`src/rtl/spi_mult_master.sv`:
```
`default_nettype none
// ============================================================================
//  Module   : spi_mult_master
//  Purpose  : Host-side SPI controller for the multiplier peripheral. Sends
//             the operand byte {b,a} MSB first, idles for a fixed number of
//             clocks while the peripheral multiplies, then reads the 8-bit
//             product back.
//  Revision : 1.0 - initial release
// ============================================================================
module spi_mult_master #(
  parameter int CLKDIV      = 8,   // SCLK half-period in clk cycles (>= 2)
  parameter int WAIT_CYCLES = 16   // SCLK-low gap between write and read (>= 1)
) (
  input  logic       clk,
  input  logic       reset,
  input  logic       start,
  input  logic [3:0] a,
  input  logic [3:0] b,
  input  logic       miso,
  output logic       sclk,
  output logic       cs,
  output logic       mosi,
  output logic [7:0] result,
  output logic       busy,
  output logic       done
);

  localparam int c_div_w  = $clog2(CLKDIV);
  localparam int c_wait_w = (WAIT_CYCLES > 1) ? $clog2(WAIT_CYCLES) : 1;
  localparam logic [c_div_w-1:0]  c_div_last  = c_div_w'(CLKDIV - 1);
  localparam logic [c_wait_w-1:0] c_wait_last = c_wait_w'(WAIT_CYCLES - 1);

  typedef enum logic [2:0] {
    S_IDLE   = 3'd0,
    S_SETUP  = 3'd1,
    S_WRITE  = 3'd2,
    S_WAIT   = 3'd3,
    S_READ   = 3'd4,
    S_FINISH = 3'd5
  } state_t;

  state_t                r_state;
  logic [c_div_w-1:0]    r_div_cnt;
  logic [2:0]            r_bit_cnt;
  logic [c_wait_w-1:0]   r_wait_cnt;
  logic [7:0]            r_tx;
  logic [7:0]            r_rx;

  logic w_div_last;

  // Last clk of the current SCLK half-period (or of the setup interval)
  assign w_div_last = (r_div_cnt == c_div_last);

  // Transfer sequencer: state, counters, shift registers and all outputs
  always_ff @(posedge clk) begin
    if (reset) begin
      r_state    <= S_IDLE;
      r_div_cnt  <= '0;
      r_bit_cnt  <= '0;
      r_wait_cnt <= '0;
      r_tx       <= '0;
      r_rx       <= '0;
      sclk       <= 1'b0;
      cs         <= 1'b1;
      mosi       <= 1'b0;
      result     <= '0;
      busy       <= 1'b0;
      done       <= 1'b0;
    end else begin
      done <= 1'b0;
      case (r_state)
        S_IDLE: begin
          cs   <= 1'b1;
          sclk <= 1'b0;
          if (start) begin
            // Operands are captured here only; later input changes are ignored
            r_tx      <= {b, a};
            mosi      <= b[3];
            cs        <= 1'b0;
            busy      <= 1'b1;
            r_div_cnt <= '0;
            r_state   <= S_SETUP;
          end
        end

        S_SETUP: begin
          if (w_div_last) begin
            r_div_cnt <= '0;
            r_bit_cnt <= '0;
            r_state   <= S_WRITE;
          end else begin
            r_div_cnt <= r_div_cnt + 1'b1;
          end
        end

        S_WRITE, S_READ: begin
          if (!w_div_last) begin
            r_div_cnt <= r_div_cnt + 1'b1;
          end else begin
            r_div_cnt <= '0;
            if (!sclk) begin
              sclk <= 1'b1;
            end else begin
              // End of a high phase: SCLK falls, data moves on this edge
              sclk <= 1'b0;
              if (r_state == S_READ) begin
                r_rx <= {r_rx[6:0], miso};
              end
              if (r_bit_cnt == 3'd7) begin
                if (r_state == S_WRITE) begin
                  mosi       <= 1'b0;
                  r_wait_cnt <= '0;
                  r_state    <= S_WAIT;
                end else begin
                  result  <= {r_rx[6:0], miso};
                  done    <= 1'b1;
                  busy    <= 1'b0;
                  r_state <= S_FINISH;
                end
              end else begin
                r_bit_cnt <= r_bit_cnt + 1'b1;
                if (r_state == S_WRITE) begin
                  r_tx <= {r_tx[6:0], 1'b0};
                  mosi <= r_tx[6];
                end
              end
            end
          end
        end

        S_WAIT: begin
          if (r_wait_cnt == c_wait_last) begin
            r_div_cnt <= '0;
            r_bit_cnt <= '0;
            r_state   <= S_READ;
          end else begin
            r_wait_cnt <= r_wait_cnt + 1'b1;
          end
        end

        S_FINISH: begin
          // Deselect; a new start is accepted from the following cycle
          cs      <= 1'b1;
          r_state <= S_IDLE;
        end

        default: begin
          r_state <= S_IDLE;
        end
      endcase
    end
  end

endmodule
`default_nettype wire

```
`config.mk`:
```
export PLATFORM = sky130hd
export DESIGN_NAME = spi_mult_master
export DESIGN_NICKNAME = d
export VERILOG_FILES = /design/src/rtl/spi_mult_master.sv
export SDC_FILE = /design/constraint.sdc
export NUM_CORES = 1
export LEC_CHECK = 0
export CORE_ASPECT_RATIO = 1.4
export CORE_MARGIN = 4
export CORE_UTILIZATION = 45
export DETAILED_ROUTE_END_ITERATION = 6
export GPL_TIMING_DRIVEN = 0
export PLACE_DENSITY = 0.67
export SLEW_MARGIN = 0
export SYNTH_ARGS = -nofsm -noshare
export SYNTH_HDL_FRONTEND = slang
export SYNTH_SLANG_ARGS = --single-unit
```
`constraint.sdc`:
```
create_clock -name clk -period 2.03 [get_ports clk]
set_input_delay 0.406 -clock clk [delete_from_list [all_inputs] [get_ports clk]]
set_output_delay 0.406 -clock clk [all_outputs]
set_load 0.05 [all_outputs]
```
==> run summary, run 1 <==
top cell type's share of synthesized area - 0.413
met2 Use GR - 0.298
TritonCTS Sinks - 40
post-layout min period - 1.91 ns
XOR/XNOR share of the synthesized area - 0.00839
syn_area_per_cell - 9.19 µm²
status - finished clean
Pwr Density - 687 mW/mm²
Core ar. - 0.00420 mm²
# DRC - 0
WL per Instance - 14.4 µm
Yosys cell types - 43
Synth async-reset ratio - 0
main combinational cell family by area after synthesis - simple AND/OR/NAND/NOR gates
Worst slew margin - 0.626
first-pass GRT wire length - 7310 µm
CP max FO - 10
Post-Synth Simple-Gate Area - 0.209
Worst R2R Start - r_bit_cnt[0]
Starting Density - 0.461
hold-fix buffers at CTS - 0
Post-Route WL - 4140 µm
largest net degree at the start of global routing - 14
Iter 0 DRT Violations - 59
number of global-route vias before repair - 1575
GRT Overall Usage - 0.169
sequential fraction of the synthesis area - 0.413
Yosys Warn Count - 0
unrepaired setup endpoints after global routing - false
Post-synth EDFFs - 0
die footprint - 0.00544 mm²
vias per cell - 5.52
Worst Hold Class - register to register
met3 Usage GRT - 0.0511
leak pwr - 0.000826 µW
Slew Limit Fails - 0
Worst EP arrival - 2.13 ns
Final #Nets - 258
M1 GR Usage - 0.190
mux contribution to synthesized area - 0.0730
Tcrit/Tclk final - 0.940
share of cells above drive strength 1 - 0.124
critical path startpoint category - register
# rows - 28
Die Width - 63.5 µm
HP Start - result[5]
CTS root buf - clkbuf_8
dpl ws - 0.0874 ns
gr ovfl total - 0
setup TNS - 0 ns
Via Count - 1584
H-Tree Depth - 2
ys flop type - dfxtp_1
Hold Vio Cnt, Final - 0
top-count cell post-synth - dfxtp_1
clk_lat worst skew - 0.30 ns
cell taking the most area after synthesis - dfxtp_1
CTS buffer count - 5
Reg clk slew, reported paths - 0.08 ns
CP Class - register to register
Worst setup EP type - register
Final WS setup - 0.122 ns
peak supply drop - 371 µV
Layout Skew - 0.00820 ns
Post-Synth Adder-Cell Area - 0.0323
CTS tree - yes
final setup violation count - 0
dominant cells by area after synthesis - dfxtp_1, mux2i_1, nor2_1, a21oi_1, nand3_1
Crit. Startpoint - r_bit_cnt[0]
Fmax - 0.524 GHz
clock tree buffer depth - 2
Post-DP HPWL - 2970 µm
n_diodes - 0
Die Span Y - 85.7 µm
Max-Cap Viols - 0
I/O pin count - 25
Syn Inst Count - 211
synth-to-layout area growth - 20.5%
ANT nets after route - 0
top cells by count, synth - dfxtp_1, nor2_1, a21oi_1
layout filler cell count - 400
first-pass iteration count of the detailed router - 4
Routability Congestion - 0.813
gr busiest metal - met2
Compound-Gate Fraction of Synth Area - 0.198
initial antenna violation count - 0
port bufs - 23
Worst EP required - 2.25 ns
Post-Syn Area - 0.00194 mm²
Synth Register Bits - 40
syn nets - 228
pin slew with the least headroom to its limit - 0.561 ns
-- layer usage --
| layer | up-vias | part of all wire |
|---|---|---|
| li1 | 816 | - |
| met1 | 732 | 0.44 |
| met4 | 0 | 0.016 |
| met2 | 29 | 0.50 |
| met3 | 7 | 0.044 |
| met5 | - | 0 |
-- timing repair --
item,CTS,global route
resized for setup,1,0
endpoints found under the setup margin,1,0
buffers inserted,0,0
-- cell type report --
class / count / area (µm²) / share of cell area
Buffer: 16 / 113 / 0.0482
Clock buffer: 5 / 68.8 / 0.0295
Clock inverter: 3 / 42.5 / 0.0182
Inverter: 4 / 15.0 / 0.00643
Multi-Input combinational cell: 151 / 1010 / 0.432
Sequential cell: 40 / 801 / 0.343
Tap cell: 45 / 56.3 / 0.0241
Timing Repair Buffer: 23 / 229 / 0.0981
-- cell usage in the layout (no fill, tap or decap), types with 6 or more instances in the layout --
cell type,Yosys,routed
mux2i_1,13,13
nand2b_1,6,6
clkdlybuf4s50_1,0,22
a21oi_1,19,19
nor2_1,26,26
nand3_1,17,17
nand2_1,12,12
dfxtp_1,40,40
-- per-stage QoR --
stage                util  power, µW  hold slack (ns)  instance area [µm²]  cells
finish              0.555       1600            0.459                 2330    287
global route        0.555       1670            0.487                 2330    287
CTS                 0.555       1620            0.461                 2330    287
detailed placement  0.529        965            0.450                 2220    279
global placement    0.529        963            0.448                 2220    279
floorplan               -        918            0.443                 1940    211
-- path summary, 6_finish.rpt --
| check | to | slack [ns] | cells after the start |
|---|---|---|---|
| min | result[5] | 0.46 | 2 |
| max reg2reg | r_tx[4] | 0.12 | 7 |
| max | r_tx[4] | 0.12 | 7 |
| min reg2reg | result[5] | 0.46 | 2 |
-- worst max-delay path, stage by stage (launching register included) --
cell and delay [ns]:
dfxtp_1 0.33, ha_1 0.20, ha_1 0.24, nand4b_2 0.25, a211oi_4 0.37, buf_6 0.20, nor2_1 0.06, a211oi_2 0.18
-- kinds of logic after synthesis --
logic type	Yosys count
AOI/OAI and AO/OA	55
xor gates and xnor gates	1
adders and majority gates	5
buffers and inverters	20
DFF	40
muxes	14
and+or+nand+nor	76
-- flip-flops by register name, indices dropped and copies added, names as in the netlist --
signal	count
result	8
r_rx	7
r_tx	7
r_wait_cnt	4
r_bit_cnt	3
r_div_cnt	3
r_state	3
busy	1
cs	1
done	1
mosi	1
sclk	1
-- report_power, final --
| group | switching (µW) | internal (µW) |
|---|---|---|
| Clock | 294 | 364 |
| Combinational | 72.5 | 59.6 |
| Sequential | 10.4 | 803 |
| Total | 377 | 1230 |
No activity file was read; power rests on OpenSTA's default activity.
==> run 2: changes to the inputs <==
--- a/config.mk
+++ b/config.mk
@@ -5,9 +5,11 @@
 export SDC_FILE = /design/constraint.sdc
 export NUM_CORES = 1
 export LEC_CHECK = 0
-export CORE_ASPECT_RATIO = 1.4
+export ABC_CLOCK_PERIOD_IN_PS = 2029
+export CORE_ASPECT_RATIO = 0.6
 export CORE_MARGIN = 4
 export CORE_UTILIZATION = 45
+export CTS_CLUSTER_DIAMETER = 200
 export DETAILED_ROUTE_END_ITERATION = 6
 export GPL_TIMING_DRIVEN = 0
 export PLACE_DENSITY = 0.67
==> run 2 against run 1 <==
  * Non-clock buffer count unchanged
  * Clock-buffer cell count unchanged
  * Critical path depth unchanged
  * Largest power group unchanged
==> run summary, run 2 (synthesized netlist as in run 1, its figures left out) <==
sequential share of power - 0.510
post-layout min period - 1.92 ns
TritonCTS Sinks - 40
final core utilization - 0.571
top flop regs - result: 8 flops, r_rx: 7 flops, r_tx: 7 flops
Worst Hold Class - register to register
Slew Limit Fails - 0
leak pwr - 0.000825 µW
clk_lat worst skew - 0.29 ns
Core ar. - 0.00412 mm²
Hold Vio Cnt, Final - 0
H-Tree Depth - 2
most frequent cells in the layout - dfxtp_1, nor2_1, clkdlybuf4s50_1
CP dominant cell by count - ha_1
Worst EP arrival - 2.14 ns
CTS buffer count - 5
commonest non-fill, non-tap cell in the layout - dfxtp_1
share of cells above drive strength 1 - 0.124
Routability Congestion - 0.796
die footprint - 0.00546 mm²
max FFs per register - 8
CP peak stage delay - 0.53 ns
Worst R2R Start - r_div_cnt[0]
# DRC - 0
clock power share - 0.406
Via Count - 1592
unrepaired setup endpoints after global routing - false
initial antenna violation count - 0
Tcrit/Tclk final - 0.946
Worst setup EP type - register
n_diodes - 0
Most flops, register - result
GRT Overall Usage - 0.173
Slowest-stage cell, CP - or4bb_1
number of global-route vias before repair - 1460
sw power - 369 µW
Pwr Density - 678 mW/mm²
status - finished clean
Die Span Y - 58.8 µm
Post-DP HPWL - 3130 µm
Iter 0 DRT Violations - 115
Die Width - 92.7 µm
setup TNS - 0 ns
clock tree buffer depth - 2
CTS root buf - clkbuf_8
Worst path top cell family by delay - simple AND/OR/NAND/NOR gates
pin slew with the least headroom to its limit - 0.616 ns
port bufs - 23
CP Class - register to register
dpl ws - 0.0855 ns
Worst slew margin - 0.589
Setup crit end - r_bit_cnt[2]
Layout Skew - 0.00657 ns
crit path buf inv count - 1
gr ovfl total - 0
hold-fix buffers at CTS - 0
Post-Route WL - 4330 µm
vias per cell - 5.27
I/O pin count - 25
# rows - 18
Cell Chain, Critical Path - ha_1, ha_1, buf_4, or4bb_1, o21ai_1, o211ai_1, a21oi_1
Starting Density - 0.470
Max-Cap Viols - 0
first-pass iteration count of the detailed router - 5
switching share of power - 0.231
Setup Fix Bufs, Post-CTS - 0
WL per Instance - 14.3 µm
R2R cell count - 7
Crit path depth - 7
Comb pwr share - 0.084
critical path startpoint category - register
Fmax - 0.521 GHz
largest net degree at the start of global routing - 14
Crit. Startpoint - r_div_cnt[0]
CP max FO - 10
Int Power - 1230 µW
worst reg-to-reg setup slack - 0.11 ns
Reg clk slew, reported paths - 0.08 ns
synth-to-layout area growth - 21.4%
peak supply drop - 381 µV
Worst EP required - 2.25 ns
Final WS setup - 0.110 ns
Final #Nets - 258
CTS tree - yes
ANT nets after route - 0
first-pass GRT wire length - 7330 µm
final setup violation count - 0
reg2reg end - r_bit_cnt[2]
[run 2: cell counts in the layout (fill, tap and decap cells not counted)]
Identical to the previous run, type by type.
[run 2: worst min-delay path by stage]
stage | from | end | slack, ns | depth (start not counted)
floorplan | r_rx[6] | result[7] | 0.44 | 2
global placement | result[6] | result[6] | 0.44 | 2
detailed placement | result[5] | result[5] | 0.45 | 2
CTS | result[5] | result[5] | 0.46 | 2
global route | result[6] | result[6] | 0.47 | 2
finish | result[5] | result[5] | 0.46 | 2
[run 2: cell type report]
cell class | instances | area, µm²
Buffer | 16 | 113
Clock buffer | 5 | 68.8
Clock inverter | 3 | 42.5
Fill cell | 383 | 1770
Inverter | 4 | 15.0
Multi-Input combinational cell | 151 | 1010
Sequential cell | 40 | 801
Tap cell | 60 | 75.1
Timing Repair Buffer | 23 | 229
[run 2: power groups by stage]
stage	logic (µW)	clock network (µW)	registers (µW)
4_1_cts	135	664	813
3_3_place_gp	133	0	832
5_1_grt	146	701	816
2_1_floorplan	72.6	0	845
3_5_place_dp	134	0	832
6_report	135	648	813
[run 2: tightest hold or removal path: stages (launching register included)]
cell     delay [ns]
dfxtp_1        0.32
nand2_1        0.05
a21oi_1        0.05
[run 2: repair_timing]
action | 4_1_cts | 5_1_grt
gates resized for setup | 1 | 0
setup endpoints to repair | 1 | 2
pin swaps | 0 | 1
[run 2: through the flow]
step	cells	hold WS (ns)	total power, µW	area [µm²]
global placement	294	0.443	965	2240
detailed placement	294	0.449	966	2240
global route	302	0.475	1660	2350
floorplan	211	0.443	918	1940
finish	302	0.457	1600	2350
CTS	302	0.460	1610	2350
[run 2: routing by layer]
metal,GRT usage,vias to the layer above,part of all wire
li1,-,821,-
met1,0.268,724,0.54
met2,0.223,43,0.37
met3,0.0485,4,0.083
met4,0.0626,0,0.0097
met5,0,-,0
